===== src/rtl/uart_rx.sv =====
// uart_rx: 8N1 serial receiver with a fixed clocks-per-bit rate.
// The line is double-flopped, sampled at mid-bit from the start edge, and
// each byte is reported with a one-cycle valid or framing-error strobe.
//
// state | meaning
// IDLE  | line idle, waiting for rx_s to go low
// START | timing to the middle of the start bit to confirm it
// DATA  | sampling DW data bits, LSB first, one per bit period
// STOP  | sampling the stop bit, then reporting the byte or a framing error
// BREAK | stop bit was low; wait for the line to return high

module uart_rx #(
  parameter int DW           = 8,
  parameter int CLKS_PER_BIT = 16
) (
  input  logic          clk_i,
  input  logic          rst_i,
  input  logic          serial_i,
  output logic [DW-1:0] data_o,
  output logic          valid_o,
  output logic          frame_err_o,
  output logic          busy_o
);

  localparam int HALF = CLKS_PER_BIT / 2;
  localparam int CW   = $clog2(CLKS_PER_BIT);
  localparam int IW   = (DW > 1) ? $clog2(DW) : 1;

  localparam logic [CW-1:0] CNT_HALF = CW'(HALF - 1);
  localparam logic [CW-1:0] CNT_LAST = CW'(CLKS_PER_BIT - 1);
  localparam logic [IW-1:0] IDX_LAST = IW'(DW - 1);

  typedef enum logic [2:0] {
    IDLE  = 3'd0,
    START = 3'd1,
    DATA  = 3'd2,
    STOP  = 3'd3,
    BREAK = 3'd4
  } state_t;

  state_t        state;
  state_t        state_next;
  logic [1:0]    sync_q;
  logic          rx_s;
  logic [CW-1:0] cnt;
  logic [IW-1:0] idx;
  logic [DW-1:0] sh;

  assign rx_s = sync_q[1];

  // Two-flop synchronizer; resets to the idle (high) line level.
  always_ff @(posedge clk_i) begin
    if (!rst_i) sync_q <= 2'b11;
    else        sync_q <= {sync_q[0], serial_i};
  end

  // State register.
  always_ff @(posedge clk_i) begin
    if (!rst_i) state <= IDLE;
    else        state <= state_next;
  end

  // Next-state logic.
  always_comb begin
    state_next = state;
    case (state)
      IDLE:    if (!rx_s) state_next = START;
      START:   if (cnt == CNT_HALF) state_next = rx_s ? IDLE : DATA;
      DATA:    if (cnt == CNT_LAST && idx == IDX_LAST) state_next = STOP;
      STOP:    if (cnt == CNT_LAST) state_next = rx_s ? IDLE : BREAK;
      BREAK:   if (rx_s) state_next = IDLE;
      default: state_next = IDLE;
    endcase
  end

  // Busy is a pure decode of the registered state.
  always_comb begin
    busy_o = (state != IDLE);
  end

  // Bit timing, shift register and output strobes.
  always_ff @(posedge clk_i) begin
    if (!rst_i) begin
      cnt         <= '0;
      idx         <= '0;
      sh          <= '0;
      data_o      <= '0;
      valid_o     <= 1'b0;
      frame_err_o <= 1'b0;
    end else begin
      valid_o     <= 1'b0;
      frame_err_o <= 1'b0;
      case (state)
        IDLE: cnt <= '0;
        START: begin
          if (cnt == CNT_HALF) begin
            cnt <= '0;
            idx <= '0;
          end else begin
            cnt <= cnt + 1'b1;
          end
        end
        DATA: begin
          if (cnt == CNT_LAST) begin
            sh  <= {rx_s, sh[DW-1:1]};
            cnt <= '0;
            if (idx != IDX_LAST) idx <= idx + 1'b1;
          end else begin
            cnt <= cnt + 1'b1;
          end
        end
        STOP: begin
          if (cnt == CNT_LAST) begin
            cnt <= '0;
            if (rx_s) begin
              data_o  <= sh;
              valid_o <= 1'b1;
            end else begin
              frame_err_o <= 1'b1;
            end
          end else begin
            cnt <= cnt + 1'b1;
          end
        end
        BREAK:   cnt <= '0;
        default: cnt <= '0;
      endcase
    end
  end

endmodule

===== config.mk =====
export PLATFORM = sky130hd
export DESIGN_NAME = uart_rx
export DESIGN_NICKNAME = d
export VERILOG_FILES = /design/src/rtl/uart_rx.sv
export SDC_FILE = /design/constraint.sdc
export NUM_CORES = 1
export LEC_CHECK = 0
export ABC_AREA = 0
export BUFFER_PORTS_ARGS = -buffer_cell sky130_fd_sc_hd__buf_2
export CORE_UTILIZATION = 40
export DETAILED_ROUTE_END_ITERATION = 7
export HOLD_SLACK_MARGIN = 0.08
export PLACE_DENSITY = 0.68
export REMOVE_ABC_BUFFERS = 1
export SLEW_MARGIN = 20
export SYNTH_ARGS = -nofsm -noshare
export SYNTH_HDL_FRONTEND = slang
export SYNTH_SLANG_ARGS = --single-unit

===== constraint.sdc =====
create_clock -name clk_i -period 1.9 [get_ports clk_i]
set_input_delay 0.095 -clock clk_i [delete_from_list [all_inputs] [get_ports clk_i]]
set_output_delay 0.095 -clock clk_i [all_outputs]
set_load 0.1 [all_outputs]

==> results of run 1 <==
## worst max path at each step
stage / endpoint / start
after floorplan: data_o[0] / cnt[0]
after global placement: sh[6] / cnt[0]
after detailed placement: sh[5] / cnt[0]
after CTS: sh[6] / cnt[0]
after global routing: sh[5] / cnt[0]
final: sh[6] / cnt[0]
## worst max-delay path, stage by stage, from the launching register on
cell      delay (ns)
dfxtp_1         0.39
ha_1            0.25
and3_2          0.25
nand3b_1        0.36
mux2i_1         0.29
nor2_1          0.05
## sequential cells by signal (all words and copies together) (netlist names)
| signal | flops |
|---|---|
| valid_o | 1 |
| sh | 8 |
| frame_err_o | 1 |
| state | 3 |
| data_o | 8 |
| sync_q | 2 |
| cnt | 4 |
| idx | 3 |
## cells by family after synthesis
family / synth area share [%]
adder cells (fa/ha/maj): 3.03
flip-flops: 48.5
buffers and inverters: 4.04
AND/OR/NAND/NOR: 22.7
AO/OA/AOI/OAI: 4.14
multiplexers: 16.2
XOR/XNOR: 1.41
## per-stage QoR
step | worst slack (ns) | util, %
after detailed placement | 0.241 | 45.8
after CTS | 0.219 | 49.0
after global placement | 0.299 | 45.8
final | 0.196 | 49.0
after floorplan | 0.325 | -
after global routing | 0.0262 | 49.0
## final cells by class
cell class	instances	area [sq um]	area share [%]
Sequential cell	30	601	43.0
Multi-Input combinational cell	88	588	42.1
Tap cell	31	38.8	2.78
Inverter	2	7.51	0.537
Clock inverter	1	5.00	0.358
Clock buffer	7	55.1	3.94
Timing Repair Buffer	17	103	7.34
## per-layer routing
metal	vias to the layer above	routed length [microns]
met2	33	1100
met4	0	44
met5	-	0
li1	462	-
met3	5	158
met1	412	928
## repair_timing
| item | in CTS | in global routing |
|---|---|---|
| gates resized for setup | 0 | 0 |
| hold buffers | 3 | 0 |
| endpoints found under the hold margin | 2 | 0 |
## layout by cell type (no fill, tap or decap), drive strengths merged, types with 2 or more instances in the layout
| master | Yosys | routed |
|---|---|---|
| dfxtp | 30 | 30 |
| mux2i | 20 | 20 |
| buf | 5 | 14 |
| nor2 | 23 | 23 |
| nor2b | 2 | 2 |
| nand3b | 2 | 2 |
| inv | 2 | 2 |
| nor3b | 3 | 3 |
| a21oi | 2 | 2 |
| nand2 | 14 | 14 |
| nand2b | 4 | 4 |
| ha | 3 | 3 |
| dlygate4sd3 | 0 | 3 |
| clkbuf | 1 | 7 |
| nand3 | 3 | 3 |
## power by group
group | switching [W] | total [W] | leakage, nW | internal (W)
Sequential | 0.0000440 | 0.000692 | 0.242 | 0.000648
Combinational | 0.000167 | 0.000255 | 0.424 | 0.0000876
Clock | 0.000218 | 0.000397 | 0.0353 | 0.000179
==> summary.txt, run 1 <==
Final layout
  • Fillers: 276
  • Area Overhead vs Synth: 12.8%
  • Cell area after layout: 1400 sq um
  • Final non-filler cell total: 176
  • Share of cells above drive strength 1: 18.6%
  • Ant diodes: 0
  • Nets: 150

Logic synthesis
  • Mapped Cells: 126
  • Async SR Flop Fraction: 0%
  • Post-synth top area share: 48.5%
  • Ys Warns: 0
  • Seq/Total Area, Yosys: 48.5%
  • Prevailing post-synth register cell: dfxtp_1
  • Post-Syn Area: 1240 sq um
  • Post-synth top cells: 30 x dfxtp_1, 23 x nor2_1, 20 x mux2i_1
  • Register bit total from synthesis: 30
  • Most frequent cell after synthesis: dfxtp_1
  • Avg Synthesized Cell Area: 9.83 sq um
  • EDFF count, synth: 0
  • Netlist cell types: 31
  • Biggest area consumer among synthesized cells: dfxtp_1
  • Ranking of synthesized cells by area: dfxtp_1 48%, mux2i_1 16%, nor2_1 7.0%

Placement
  • Placed insts: 165
  • Port bufs: 13
  • GPL Wtd Cong: 0.804
  • DP Area: 1310 sq um
  • DP HPWL: 1600 microns

Power
  • Overall Power: 0.00134 W
  • Pwr dens: 961 nW/um^2
  • Static Leakage: 0.701 nW
  • VDD IR-drop max: 477 uV

GRT
  • Largest net degree at the start of global routing: 19
  • GRT Max-Usage Layer: met2
  • Met3 Track Usage GR: 5.80%
  • Vias in the first global route: 898
  • GR Util met2: 24.8%
  • Grt met1 use: 18.6%
  • Initial antenna violation count: 0
  • GR Overflow Total: 0
  • GR Util All Layers: 15.8%
  • First-pass GRT wire length: 3940 microns

Clocking
  • Clock sink count: 30
  • Postcts setup bufs: 0
  • Clk pin slew, worst setup/hold paths: 0.09 ns
  • Root Buffer: clkbuf_4
  • CTS tree: built
  • CTS Buf Count: 5
  • Clock Tree Buf Depth: 2
  • Clock latency on the worst-skew pair: 0.33 ns
  • # H-tree levels: 2

Worst setup path
  • CP Capture Type: flip-flop
  • R2R depth: 5
  • End of the worst register-to-register path: sh[6]
  • Arr. time, crit path: 1.93 ns
  • Startpoint types: flip-flop
  • CP Max Fanout: 8
  • Required time worst endpoint: 2.12 ns
  • Crit Path Class: flip-flop to flip-flop
  • R2r setup slk: 0.20 ns
  • Reg-to-Reg Start: cnt[0]

STA
  • Rel. slew slack: 67.1%
  • TNS Setup: 0 ns
  • F_max: 587 MHz
  • Final worst path period share: 89.7%
  • Final-report max-slew violation count: 0
  • Final hold viol count: 0
  • Post-layout min period: 1.70 ns
  • Worst Tran Pin Value: 0.492 ns
  • Hold slack: 0.418 ns
  • Final Skew: 0.0114 ns
  • RSZ-0062 raised after global routing: no
  • Finish-stage setup viols: 0

Route
  • Routed Wire Length: 2230 microns
  • 1st-pass router iterations: 6
  • Iteration-0 DRC Markers: 26
  • Final ANT Viol Nets: 0
  • Via count: 912
  • DRC: 1
  • Routed vias/inst: 5.18
  • Avg WL per Cell: 12.7 microns

Flow run
  • Max Cap Viol: 0

Floorplanning
  • # rows: 19
  • Starting Density: 43.4%
  • DIE AREA: 3320 sq um
  • Die height: 57.7 microns
  • Chip width: 57.7 microns
  • Num ports: 14
  • Area of the core: 2850 sq um

Status
  • Failing checks: DRC
  • Status: complete, but fails checks

Min path
  • Hold endpoint: sync_q[1]
  • Min-Delay Path Class: flip-flop to flip-flop
  • Hold path depth: 1
  • Hold Path Origin: sync_q[0]
Power figures use the tool's default switching activity.
==> run 2, diff against run 1 <==
--- a/config.mk
+++ b/config.mk
@@ -10,9 +10,11 @@
 export CORE_UTILIZATION = 40
 export DETAILED_ROUTE_END_ITERATION = 7
 export HOLD_SLACK_MARGIN = 0.08
+export MAX_ROUTING_LAYER = met4
 export PLACE_DENSITY = 0.68
 export REMOVE_ABC_BUFFERS = 1
 export SLEW_MARGIN = 20
 export SYNTH_ARGS = -nofsm -noshare
 export SYNTH_HDL_FRONTEND = slang
 export SYNTH_SLANG_ARGS = --single-unit
+export TNS_END_PERCENT = 5
==> run 2 against run 1 <==
  * Total power down 0.26%
  * Clock skew down 0.00096 ns
  * Sequential share of layout area unchanged
  * Largest power group unchanged
  * Worst hold slack hardly changed
  * Final area unchanged
  * Final cell count did not move
  * Combinational power is essentially flat
  * First-iteration DRC count down 23%
  * Maximum frequency about the same
  * The run still ends with DRC left
  * Highest routed layer unchanged
  * Largest cell class unchanged
  * Critical path depth did not move
  * Sequential power about the same
  * Global-route usage up 0.39 points
  * Critical path type unchanged
==> summary.txt, run 2 (synthesis gave the netlist of run 1 again) <==
Worst setup path
  • Arr. time, crit path: 1.92 ns
  • CP Max Fanout: 8
  • Required time worst endpoint: 2.12 ns
  • R2r setup slk: 0.20 ns
  • Crit Path Class: flip-flop to flip-flop
  • Startpoint types: flip-flop
  • CP Capture Type: flip-flop

GRT
  • GRT Max-Usage Layer: met2
  • Met3 Track Usage GR: 5.80%
  • Initial antenna violation count: 0
  • Largest net degree at the start of global routing: 19
  • GR Util All Layers: 16.2%
  • GR Util met2: 24.6%
  • GR Overflow Total: 0
  • Vias in the first global route: 900
  • Grt met1 use: 18.5%
  • First-pass GRT wire length: 3910 microns

Placement
  • DP HPWL: 1600 microns
  • Setup Slack @ Placement: 0.241 ns
  • Port bufs: 13
  • DP Area: 1310 sq um
  • GPL Wtd Cong: 0.815

Final layout
  • Cell area after layout: 1400 sq um
  • Area Overhead vs Synth: 12.8%
  • Most frequent cells in the layout: 30 x dfxtp_1, 23 x nor2_1, 20 x mux2i_1
  • Multi-input gate area: 588 sq um
  • Nets: 150
  • Share of cells above drive strength 1: 18.6%
  • Fillers: 276
  • Reg area: 601 sq um
  • Largest regs: data_o x8, sh x8, cnt x4
  • Ant diodes: 0
  • Most common cell after layout, fill and taps aside: dfxtp_1

Clocking
  • Clock sink count: 30
  • Root Buffer: clkbuf_4
  • CTS tree: built
  • Clock latency on the worst-skew pair: 0.33 ns
  • Clk pin slew, worst setup/hold paths: 0.09 ns
  • # H-tree levels: 2
  • CTS-repair resized insts: 0
  • CTS Buf Count: 5
  • Clock Tree Buf Depth: 2

Route
  • 1st-pass router iterations: 6
  • DRC: 1
  • Avg WL per Cell: 12.7 microns
  • Routed vias/inst: 5.21
  • Final ANT Viol Nets: 0
  • Via count: 917
  • Routed Wire Length: 2230 microns
  • Iteration-0 DRC Markers: 20

Status
  • Status: complete, but fails checks
  • Failing checks: DRC

STA
  • Finish-stage setup viols: 0
  • Setup ws final: 0.196 ns
  • TNS Setup: 0 ns
  • Final Skew: 0.0104 ns
  • Post-layout min period: 1.70 ns
  • Final hold viol count: 0
  • RSZ-0062 raised after global routing: no
  • Rel. slew slack: 66.9%
  • Worst Tran Pin Value: 0.495 ns
  • Final-report max-slew violation count: 0
  • Final worst path period share: 89.7%
  • F_max: 587 MHz

Power
  • Overall Power: 0.00134 W
  • VDD IR-drop max: 479 uV
  • Pwr dens: 959 nW/um^2
  • Static Leakage: 0.701 nW

Floorplanning
  • Num ports: 14
  • Die height: 57.7 microns
  • DIE AREA: 3320 sq um
  • Area of the core: 2850 sq um
  • # rows: 19
  • Starting Density: 43.4%
  • Chip width: 57.7 microns

Flow run
  • Max Cap Viol: 0

Min path
  • Min-Delay Path Class: flip-flop to flip-flop
==> run 2: cell counts in the layout (fill, tap and decap cells not counted) <==
No cell type changed its count.
==> run 2: per-stage QoR <==
step / hold WS (ns) / cells / util, %
floorplan: 0.168 / 120 / -
global placement: 0.282 / 165 / 45.8
detailed placement: 0.286 / 165 / 45.8
CTS: 0.420 / 176 / 49.0
global route: 0.430 / 176 / 49.0
finish: 0.418 / 176 / 49.0
==> run 2: path summary, 6_finish.rpt <==
kind | from | endpoint | cells past startpoint
setup / recovery | cnt[0] | sh[5] | 5
hold / removal | sync_q[0] | sync_q[1] | 1
setup reg to reg | cnt[0] | sh[5] | 5
hold reg to reg | sync_q[0] | sync_q[1] | 1
==> run 2: area by class of cell <==
type,instances,area share (%)
clock buffer,7,3.94
clock inverter,1,0.358
multi-input combinational,88,42.1
timing repair buffer,17,7.34
inverter,2,0.537
sequential,30,43.0
tap,31,2.78
==> run 2: critical path, cell delays in order (launching register included) <==
cell and delay, ns:
dfxtp_1 0.39, ha_1 0.25, and3_2 0.25, nand3b_1 0.37
mux2i_1 0.27, nor2_1 0.06
==> run 2: what timing repair did <==
item	4_1_cts	5_1_grt
endpoints found under the hold margin	2	0
hold buffers	3	0
buffers inserted	0	0
==> run 2: per-layer routing <==
layer / vias up / wire, microns
li1: 462 / -
met1: 424 / 960
met2: 24 / 1110
met3: 7 / 103
met4: 0 / 57
met5: - / 0
==> run 2: where the power goes <==
part | switching, W | internal [W] | leakage [nW]
Clock | 0.000214 | 0.000179 | 0.0353
Combinational | 0.000168 | 0.0000876 | 0.424
Sequential | 0.0000436 | 0.000648 | 0.242
Total | 0.000425 | 0.000915 | 0.701
